### src/rtl/mux_n1_pipe_reg_if.sv
// rtl/mux_n1_pipe_reg_if.sv - select/handshake bundle for mux_n1_pipe_reg
interface mux_n1_pipe_reg_if #(
    parameter int WIDTH = 32,
    parameter int N     = 4,
    parameter int SELW  = (N > 1) ? $clog2(N) : 1
);
    logic [N*WIDTH-1:0] IN_BUS;
    logic [SELW-1:0]    SEL;
    logic               IN_VALID;
    logic               IN_READY;
    logic               FLUSH;
    logic [WIDTH-1:0]   OUT;
    logic               OUT_VALID;
    logic               OUT_READY;
    logic               SEL_ERR;

    modport master (
        output IN_BUS, SEL, IN_VALID, FLUSH, OUT_READY,
        input  IN_READY, OUT, OUT_VALID, SEL_ERR
    );

    modport slave (
        input  IN_BUS, SEL, IN_VALID, FLUSH, OUT_READY,
        output IN_READY, OUT, OUT_VALID, SEL_ERR
    );
endinterface

### src/rtl/mux_n1_pipe_reg.sv
// rtl/mux_n1_pipe_reg.sv - N:1 select into a main+skid registered output stage (optional SEL_ERR_EN)
module mux_n1_pipe_reg #(
    parameter int WIDTH = 32,
    parameter int N     = 4,
    parameter int SELW  = (N > 1) ? $clog2(N) : 1
) (
    input  logic              CLK,
    input  logic              RESET_N,
    mux_n1_pipe_reg_if.slave  bus
);
    logic [WIDTH-1:0] sel_word;
    logic             accept;
    logic             drain;

    logic             main_valid_q, main_valid_d;
    logic [WIDTH-1:0] main_data_q,  main_data_d;
    logic             skid_valid_q, skid_valid_d;
    logic [WIDTH-1:0] skid_data_q,  skid_data_d;
    logic             in_ready_q,   in_ready_d;

    // Out-of-range selects fall through to all-ones.
    always_comb begin
        sel_word = '1;
        for (int k = 0; k < N; k++) begin
            if (bus.SEL == SELW'(k)) begin
                sel_word = bus.IN_BUS[k*WIDTH +: WIDTH];
            end
        end
    end

    assign accept = bus.IN_VALID & in_ready_q;
    assign drain  = main_valid_q & bus.OUT_READY;

    always_comb begin
        main_valid_d = main_valid_q;
        main_data_d  = main_data_q;
        skid_valid_d = skid_valid_q;
        skid_data_d  = skid_data_q;
        if (bus.FLUSH) begin
            main_valid_d = 1'b0;
            skid_valid_d = 1'b0;
        end else if (skid_valid_q) begin
            if (drain) begin
                main_data_d  = skid_data_q;
                main_valid_d = 1'b1;
                skid_valid_d = accept;
                if (accept) begin
                    skid_data_d = sel_word;
                end
            end
        end else if (!main_valid_q || drain) begin
            main_valid_d = accept;
            if (accept) begin
                main_data_d = sel_word;
            end
        end else if (accept) begin
            skid_valid_d = 1'b1;
            skid_data_d  = sel_word;
        end
        // Ready is a flop of next-cycle skid emptiness, so OUT_READY never reaches IN_READY.
        in_ready_d = ~skid_valid_d;
    end

    always_ff @(posedge CLK or negedge RESET_N) begin
        if (!RESET_N) begin
            main_valid_q <= 1'b0;
            main_data_q  <= '0;
            skid_valid_q <= 1'b0;
            skid_data_q  <= '0;
            in_ready_q   <= 1'b1;
        end else begin
            main_valid_q <= main_valid_d;
            main_data_q  <= main_data_d;
            skid_valid_q <= skid_valid_d;
            skid_data_q  <= skid_data_d;
            in_ready_q   <= in_ready_d;
        end
    end

    assign bus.OUT       = main_data_q;
    assign bus.OUT_VALID = main_valid_q;
    assign bus.IN_READY  = in_ready_q;

`ifdef SEL_ERR_EN
    logic sel_err_q, sel_err_d;

    always_comb begin
        sel_err_d = sel_err_q;
        if (accept && !bus.FLUSH && (32'(bus.SEL) >= 32'(N))) begin
            sel_err_d = 1'b1;
        end
    end

    always_ff @(posedge CLK or negedge RESET_N) begin
        if (!RESET_N) begin
            sel_err_q <= 1'b0;
        end else begin
            sel_err_q <= sel_err_d;
        end
    end

    assign bus.SEL_ERR = sel_err_q;
`else
    assign bus.SEL_ERR = 1'b0;
`endif
endmodule

### src/flat_wrapper.sv
// flat-port wrapper written by rule: the top's interface ports become plain ports
module mux_n1_pipe_reg_flat 
#(
    parameter int WIDTH = 32,
    parameter int N     = 4,
    parameter int SELW  = (N > 1) ? $clog2(N) : 1
)
  (CLK, RESET_N, bus_IN_BUS, bus_SEL, bus_IN_VALID, bus_FLUSH, bus_OUT_READY, bus_IN_READY, bus_OUT, bus_OUT_VALID, bus_SEL_ERR);
  mux_n1_pipe_reg_if #(.WIDTH(WIDTH), .N(N), .SELW(SELW)) bus_i ();
  input  logic CLK;
  input  logic RESET_N;
  input wire logic [$bits(bus_i.IN_BUS)-1:0] bus_IN_BUS;
  input wire logic [$bits(bus_i.SEL)-1:0] bus_SEL;
  input wire logic [$bits(bus_i.IN_VALID)-1:0] bus_IN_VALID;
  input wire logic [$bits(bus_i.FLUSH)-1:0] bus_FLUSH;
  input wire logic [$bits(bus_i.OUT_READY)-1:0] bus_OUT_READY;
  output wire logic [$bits(bus_i.IN_READY)-1:0] bus_IN_READY;
  output wire logic [$bits(bus_i.OUT)-1:0] bus_OUT;
  output wire logic [$bits(bus_i.OUT_VALID)-1:0] bus_OUT_VALID;
  output wire logic [$bits(bus_i.SEL_ERR)-1:0] bus_SEL_ERR;
  assign bus_i.IN_BUS = bus_IN_BUS;
  assign bus_i.SEL = bus_SEL;
  assign bus_i.IN_VALID = bus_IN_VALID;
  assign bus_i.FLUSH = bus_FLUSH;
  assign bus_i.OUT_READY = bus_OUT_READY;
  assign bus_IN_READY = bus_i.IN_READY;
  assign bus_OUT = bus_i.OUT;
  assign bus_OUT_VALID = bus_i.OUT_VALID;
  assign bus_SEL_ERR = bus_i.SEL_ERR;
  mux_n1_pipe_reg #(.WIDTH(WIDTH), .N(N), .SELW(SELW)) u_core (.CLK(CLK), .RESET_N(RESET_N), .bus(bus_i));
endmodule
### config.mk
export PLATFORM = sky130hd
export DESIGN_NAME = mux_n1_pipe_reg_flat
export DESIGN_NICKNAME = d
export VERILOG_FILES = /design/src/rtl/mux_n1_pipe_reg_if.sv /design/src/rtl/mux_n1_pipe_reg.sv /design/src/flat_wrapper.sv
export SDC_FILE = /design/constraint.sdc
export NUM_CORES = 1
export LEC_CHECK = 0
export ABC_AREA = 1
export ABC_CLOCK_PERIOD_IN_PS = 1560
export CAP_MARGIN = 20
export CORE_MARGIN = 1
export CORE_UTILIZATION = 40
export CTS_CLUSTER_SIZE = 12
export DETAILED_ROUTE_END_ITERATION = 7
export GPL_TIMING_DRIVEN = 1
export PLACE_DENSITY = 0.78
export REMOVE_ABC_BUFFERS = 1
export SLEW_MARGIN = 15
export SYNTH_ARGS = -nofsm -noshare
export SYNTH_HDL_FRONTEND = slang
export SYNTH_SLANG_ARGS = --single-unit
### constraint.sdc
create_clock -name CLK -period 1.56 [get_ports CLK]
set_clock_uncertainty 0.2 [all_clocks]
set_input_delay 0.156 -clock CLK [delete_from_list [all_inputs] [get_ports CLK]]
set_output_delay 0.156 -clock CLK [all_outputs]
set_load 0.02 [all_outputs]
### Word-level counts from Yosys, hierarchy flattened

Cells that the tools add are included.

| word-level totals | value |
|---|---|
| input port bits | 135 |
| logic and storage cells | 45 |
| output and inout port bits | 35 |
| flip-flop bits (word level) | 67 |

| cells by class | value |
|---|---|
| bitwise logic cells | 4 |
| reduce and logical (&&, ||, !) cells | 9 |
| multiplexer cells | 21 |
| equal/unequal tests | 6 |

Operators with widths:

| operator | number |
|---|---|
| two-way mux 32 bit | 12 |
| two-way mux 1 bit | 9 |
| equality test 2 bit (second input constant) | 2 |
| inequality test 2 x 1 -> 1 bit (second input constant) | 2 |
| AND reduction 4 bit | 1 |
| nonzero test 2 bit | 2 |
| inequality test 3 x 2 -> 1 bit (second input constant) | 1 |
| AND reduction 3 bit | 1 |
| nonzero test 3 bit | 1 |
| AND 1 bit | 2 |
| equality test 2 x 1 -> 1 bit (second input constant) | 1 |
| logical NOT 2 bit | 1 |
| inverter 1 bit | 2 |
| AND reduction 2 bit | 1 |
| logical NOT 1 bit | 1 |
| logical OR 1 bit | 1 |

### Logic depth before layout (Yosys ltp)

| depth | value |
|---|---|
| word-level depth | 8 |
| mapped depth | 11 |
| mapped depth without buffers | 8 |

### Worst setup path before layout

Ideal clock, no wire load.

| timing path | value |
|---|---|
| path kind | register to register |
| from | register u_core.in_ready_q (netlist: u_core.bus.IN_READY) |
| to | register u_core.skid_data_q[14] |
| cell stages (with the launch flop) | 8 |
| required time | 1,240 ps |
| setup time | 120 ps |
| clock period less this slack | 1,629 ps |
| setup slack | -69 ps |
| arrival time | 1,308 ps |
| path buffers | 2 |
| cell sequence | dfstp_2 nand2_1 inv_1 nand2_2 buf_2 clkbuf_2 o21ai_0 nand2_1 |

| on the way | value |
|---|---|
| word-level cells in the longest chain between the ends | 4 |
| elaborated cells on any way between the ends | 5 |
| classes of those cells | mux: 4; bitwise: 1 |

Ends and longest elaborated chain:

| element | RTL line | text |
|---|---|---|
| start: declaration | mux_n1_pipe_reg.sv:19 | `logic in_ready_q, in_ready_d;` |
| start signal: assignment | mux_n1_pipe_reg.sv:76 | `in_ready_q <= in_ready_d;` |
| AND 1 bit * | mux_n1_pipe_reg.sv:31 | `assign accept = bus.IN_VALID & in_ready_q;` |
| two-way mux 32 bit * | n/a |  |
| two-way mux 32 bit (on tied branches) | n/a |  |
| two-way mux 32 bit * | n/a |  |
| end signal: assignment | mux_n1_pipe_reg.sv:75 | `skid_data_q <= skid_data_d;` |
| end: declaration | mux_n1_pipe_reg.sv:18 | `logic [WIDTH-1:0] skid_data_q, skid_data_d;` |

Every way passes the cells marked *; elsewhere a longest branch is shown, timed or not. The select of a mux whose other input is x is not followed.
A chain may end at the register's enable or synchronous reset.

### Worst setup path after layout

| timing path | value |
|---|---|
| from | register u_core.in_ready_q (netlist: u_core.bus.IN_READY) |
| to | register u_core.skid_data_q[18] |

Same word-level chain as after synthesis.

==> impl_metrics.env <==
export IMPL_power_density_mw_per_mm2=1041
export IMPL_drive_gt1_frac=0.1406
export IMPL_insertion_delay_ns=0.33
export IMPL_drc=0
export IMPL_fmax_ghz=0.6287
export IMPL_crit_fanout=15
export IMPL_cts_max_level=3
export IMPL_antenna_found_initial=0
export IMPL_cts_tree="yes"
export IMPL_arrival_ns=1.64
export IMPL_area_growth_pct=59.08
export IMPL_clkSlewWorstSetupHoldPaths_ns=0.08
export IMPL_ant_nets=0
export IMPL_initial_core_util=0.4103
export IMPL_die_w_um=104.7
export IMPL_vias=4781
export IMPL_firstDrtPassIters=4
export IMPL_timing_rr_end="u_core.skid_data_q[18]"
export IMPL_grt_max_degree=68
export IMPL_postCtsSetupRepairBufs=0
export IMPL_num_antenna_cells=0
export IMPL_root_buffer="clkbuf_8"
export IMPL_dpl_instance_area_mm2=0.006150
export IMPL_holdWs_ns=0.1703
export IMPL_cp_startpoint="u_core.bus.IN_READY"
export IMPL_syn_inst=635
export IMPL_grt_overflow_total=0
export IMPL_peakVddDrop_v=0.0007474
export IMPL_drv_slew=0
export IMPL_worst_slack_ns=-0.03069
export IMPL_via_per_inst=5.012
export IMPL_violations="negative setup slack"
export IMPL_wl_mm=13.33
export IMPL_drv_cap=0
export IMPL_cp_start_kind="register"
export IMPL_grt_total_usage=0.2341
export IMPL_rsz0062_at_grt="true"
export IMPL_synth_area_leaders="dfrtp_1 (39%), nand2_1 (22%), nand3_1 (6.6%)"
export IMPL_core_rowCount=37
export IMPL_synth_top_area_frac=0.3917
export IMPL_nets=948
export IMPL_yosys_area_top_type="dfrtp_1"
export IMPL_nFillCells=925
export IMPL_port_buffers=168
export IMPL_yosys_area_share_simple=0.4297
export IMPL_core_mm2=0.01028
export IMPL_p_leak_nw=3.372
export IMPL_final_cells=954
export IMPL_multi_input_area_mm2=0.002377
export IMPL_synth_compound_gate_area_share=0.07715
export IMPL_drtIter0Drc=331
export IMPL_numCtsBuffers=9
export IMPL_finalHoldViolCount=0
export IMPL_worstSetupPathType="reg2reg"
export IMPL_setup_viol=13
export IMPL_ff2ff_setup_slack_ns=-0.03
export IMPL_rr_startpoint="u_core.bus.IN_READY"
export IMPL_final_area_mm2=0.006708
export IMPL_yosys_warnings=0
export IMPL_grt_pass1_vias=4566
export IMPL_r2r_cells=7
export IMPL_placed_cells=930
export IMPL_die_area_mm2=0.01096
export IMPL_gp_congestion=0.8089
export IMPL_dp_hpwl_mm=9.058
export IMPL_min_period_ns=1.591
export IMPL_postSynthAreaPerCell_um2=6.640
export IMPL_ioPinCount=170
export IMPL_hp_class="in2async"
export IMPL_synth_cell_types=24
export IMPL_synth_top_family_by_area="simple AND/OR/NAND/NOR gates"
export IMPL_timing_final_crit_share=1.020
export IMPL_status="finished with violations"
export IMPL_utilization=0.6527
export IMPL_die_h_um=104.7
export IMPL_muxShareOfSynthArea=0
export IMPL_synth_seq_cells=67
export IMPL_post_drt_wl_per_cell_um=13.97
export IMPL_place_ws_ns=-0.4474
export IMPL_grt_pass1_wl_mm=20.97
export IMPL_critPathCaptureType="register"
export IMPL_synth_area_mm2=0.004217
export IMPL_synthAdderAreaFrac=0
export IMPL_seq_area_mm2=0.001678
export IMPL_clkSinkCount=67
export IMPL_synth_xor_area_frac=0
export IMPL_ys_seq_area_frac=0.3979
export IMPL_cts_buffer_depth=2
export IMPL_required_ns=1.60
[cells by family after synthesis]
| group | Yosys count |
|---|---|
| AND/OR/NAND/NOR | 417 |
| buffers and inverters | 85 |
| flip-flops | 67 |
| AO/OA/AOI/OAI | 65 |
| other | 1 |
[routing by layer]
metal / wire (µm) / up-vias / track usage
li1: - / 2333 / -
met1: 5606 / 2258 / 0.2844
met2: 6847 / 180 / 0.4267
met3: 789 / 10 / 0.05240
met4: 85 / 0 / 0.03924
met5: 0 / - / 0
[synthesized netlist by cell type]
| master | instances |
|---|---|
| buf_2 | 14 |
| clkbuf_2 | 1 |
| clkbuf_1 | 10 |
| o21ai_0 | 41 |
| buf_1 | 3 |
| nand3b_1 | 18 |
| inv_2 | 2 |
| or2_0 | 10 |
| nor2_8 | 1 |
| nand3_1 | 56 |
| dfrtp_1 | 66 |
| clkinv_1 | 1 |
| nor2_2 | 18 |
| a21oi_1 | 14 |
| inv_1 | 42 |
| nor2_1 | 61 |
| nand2_1 | 244 |
| o21ai_1 | 10 |
| buf_4 | 8 |
| buf_6 | 4 |
| nand2_2 | 5 |
| or2_2 | 4 |
| dfstp_2 | 1 |
| conb_1 | 1 |
[report_power, final]
part,leakage (nW),internal [mW],switching (mW)
clock network,0.0991,0.774,0.647
registers,0.814,2.43,0.370
logic,2.46,1.24,1.52
[worst max-delay path, cell delays in order, from the launching register on]
cell	delay [ns]
dfstp_2	0.54
nand2_2	0.05
inv_2	0.07
nand2_2	0.12
nor2_8	0.16
buf_12	0.16
nor2_1	0.05
a21oi_1	0.15
[cell type report]
cell class	count	share of cell area
multi-input cells	483	0.3544
repair buffers	207	0.3160
flip-flops and latches	67	0.2501
well taps	136	0.02537
inverters	45	0.02518
clock buffers	11	0.02108
clock inverters	5	0.007834
[registers in the layout, indices dropped and copies added, names as in the netlist]
register	count
u_core.skid_data_q	32
u_core.bus.IN_READY	1
u_core.bus.OUT_VALID	1
u_core.bus.OUT	32
u_core.skid_valid_q	1
[per-stage QoR]
stage / power (mW) / TNS [ns]
global route: 7.440 / -3.665
detailed placement: 5.550 / -23.97
global placement: 5.447 / -23.36
finish: 6.983 / -0.1719
floorplan: 4.123 / -67.37
CTS: 6.842 / -0.2574
[layout by cell type, fill, tap and decap left out, drive strengths merged]
| cell | count |
|---|---|
| dfrtp | 66 |
| clkdlybuf4s50 | 131 |
| clkinv | 4 |
| or2 | 14 |
| o21ai | 51 |
| nand3b | 18 |
| dfstp | 1 |
| nand3 | 56 |
| dlygate4sd2 | 34 |
| bufinv | 1 |
| nor2 | 80 |
| dlygate4sd3 | 1 |
| a21oi | 14 |
| buf | 37 |
| inv | 44 |
| clkbuf | 14 |
| conb | 1 |
| clkinvlp | 1 |
| nand2 | 249 |
| dlymetal6s2s | 1 |
[how the worst max path moves through the flow]
stage / slack, ns / end / depth (start not counted)
floorplan: -1.25 / u_core.bus.OUT_VALID / 4
global placement: -0.44 / u_core.bus.OUT[14] / 9
detailed placement: -0.45 / u_core.bus.OUT[0] / 9
CTS: -0.02 / u_core.bus.OUT[28] / 9
global route: -0.11 / u_core.skid_data_q[18] / 7
finish: -0.03 / u_core.skid_data_q[18] / 7
[timing repair]
item,CTS,global route
gates cloned,2,5
pin swaps,1,22
resized for setup,47,59
setup endpoints to repair,90,63
hold endpoints to repair,67,0
hold buffers,1,0
Power figures use the tool's default switching activity.
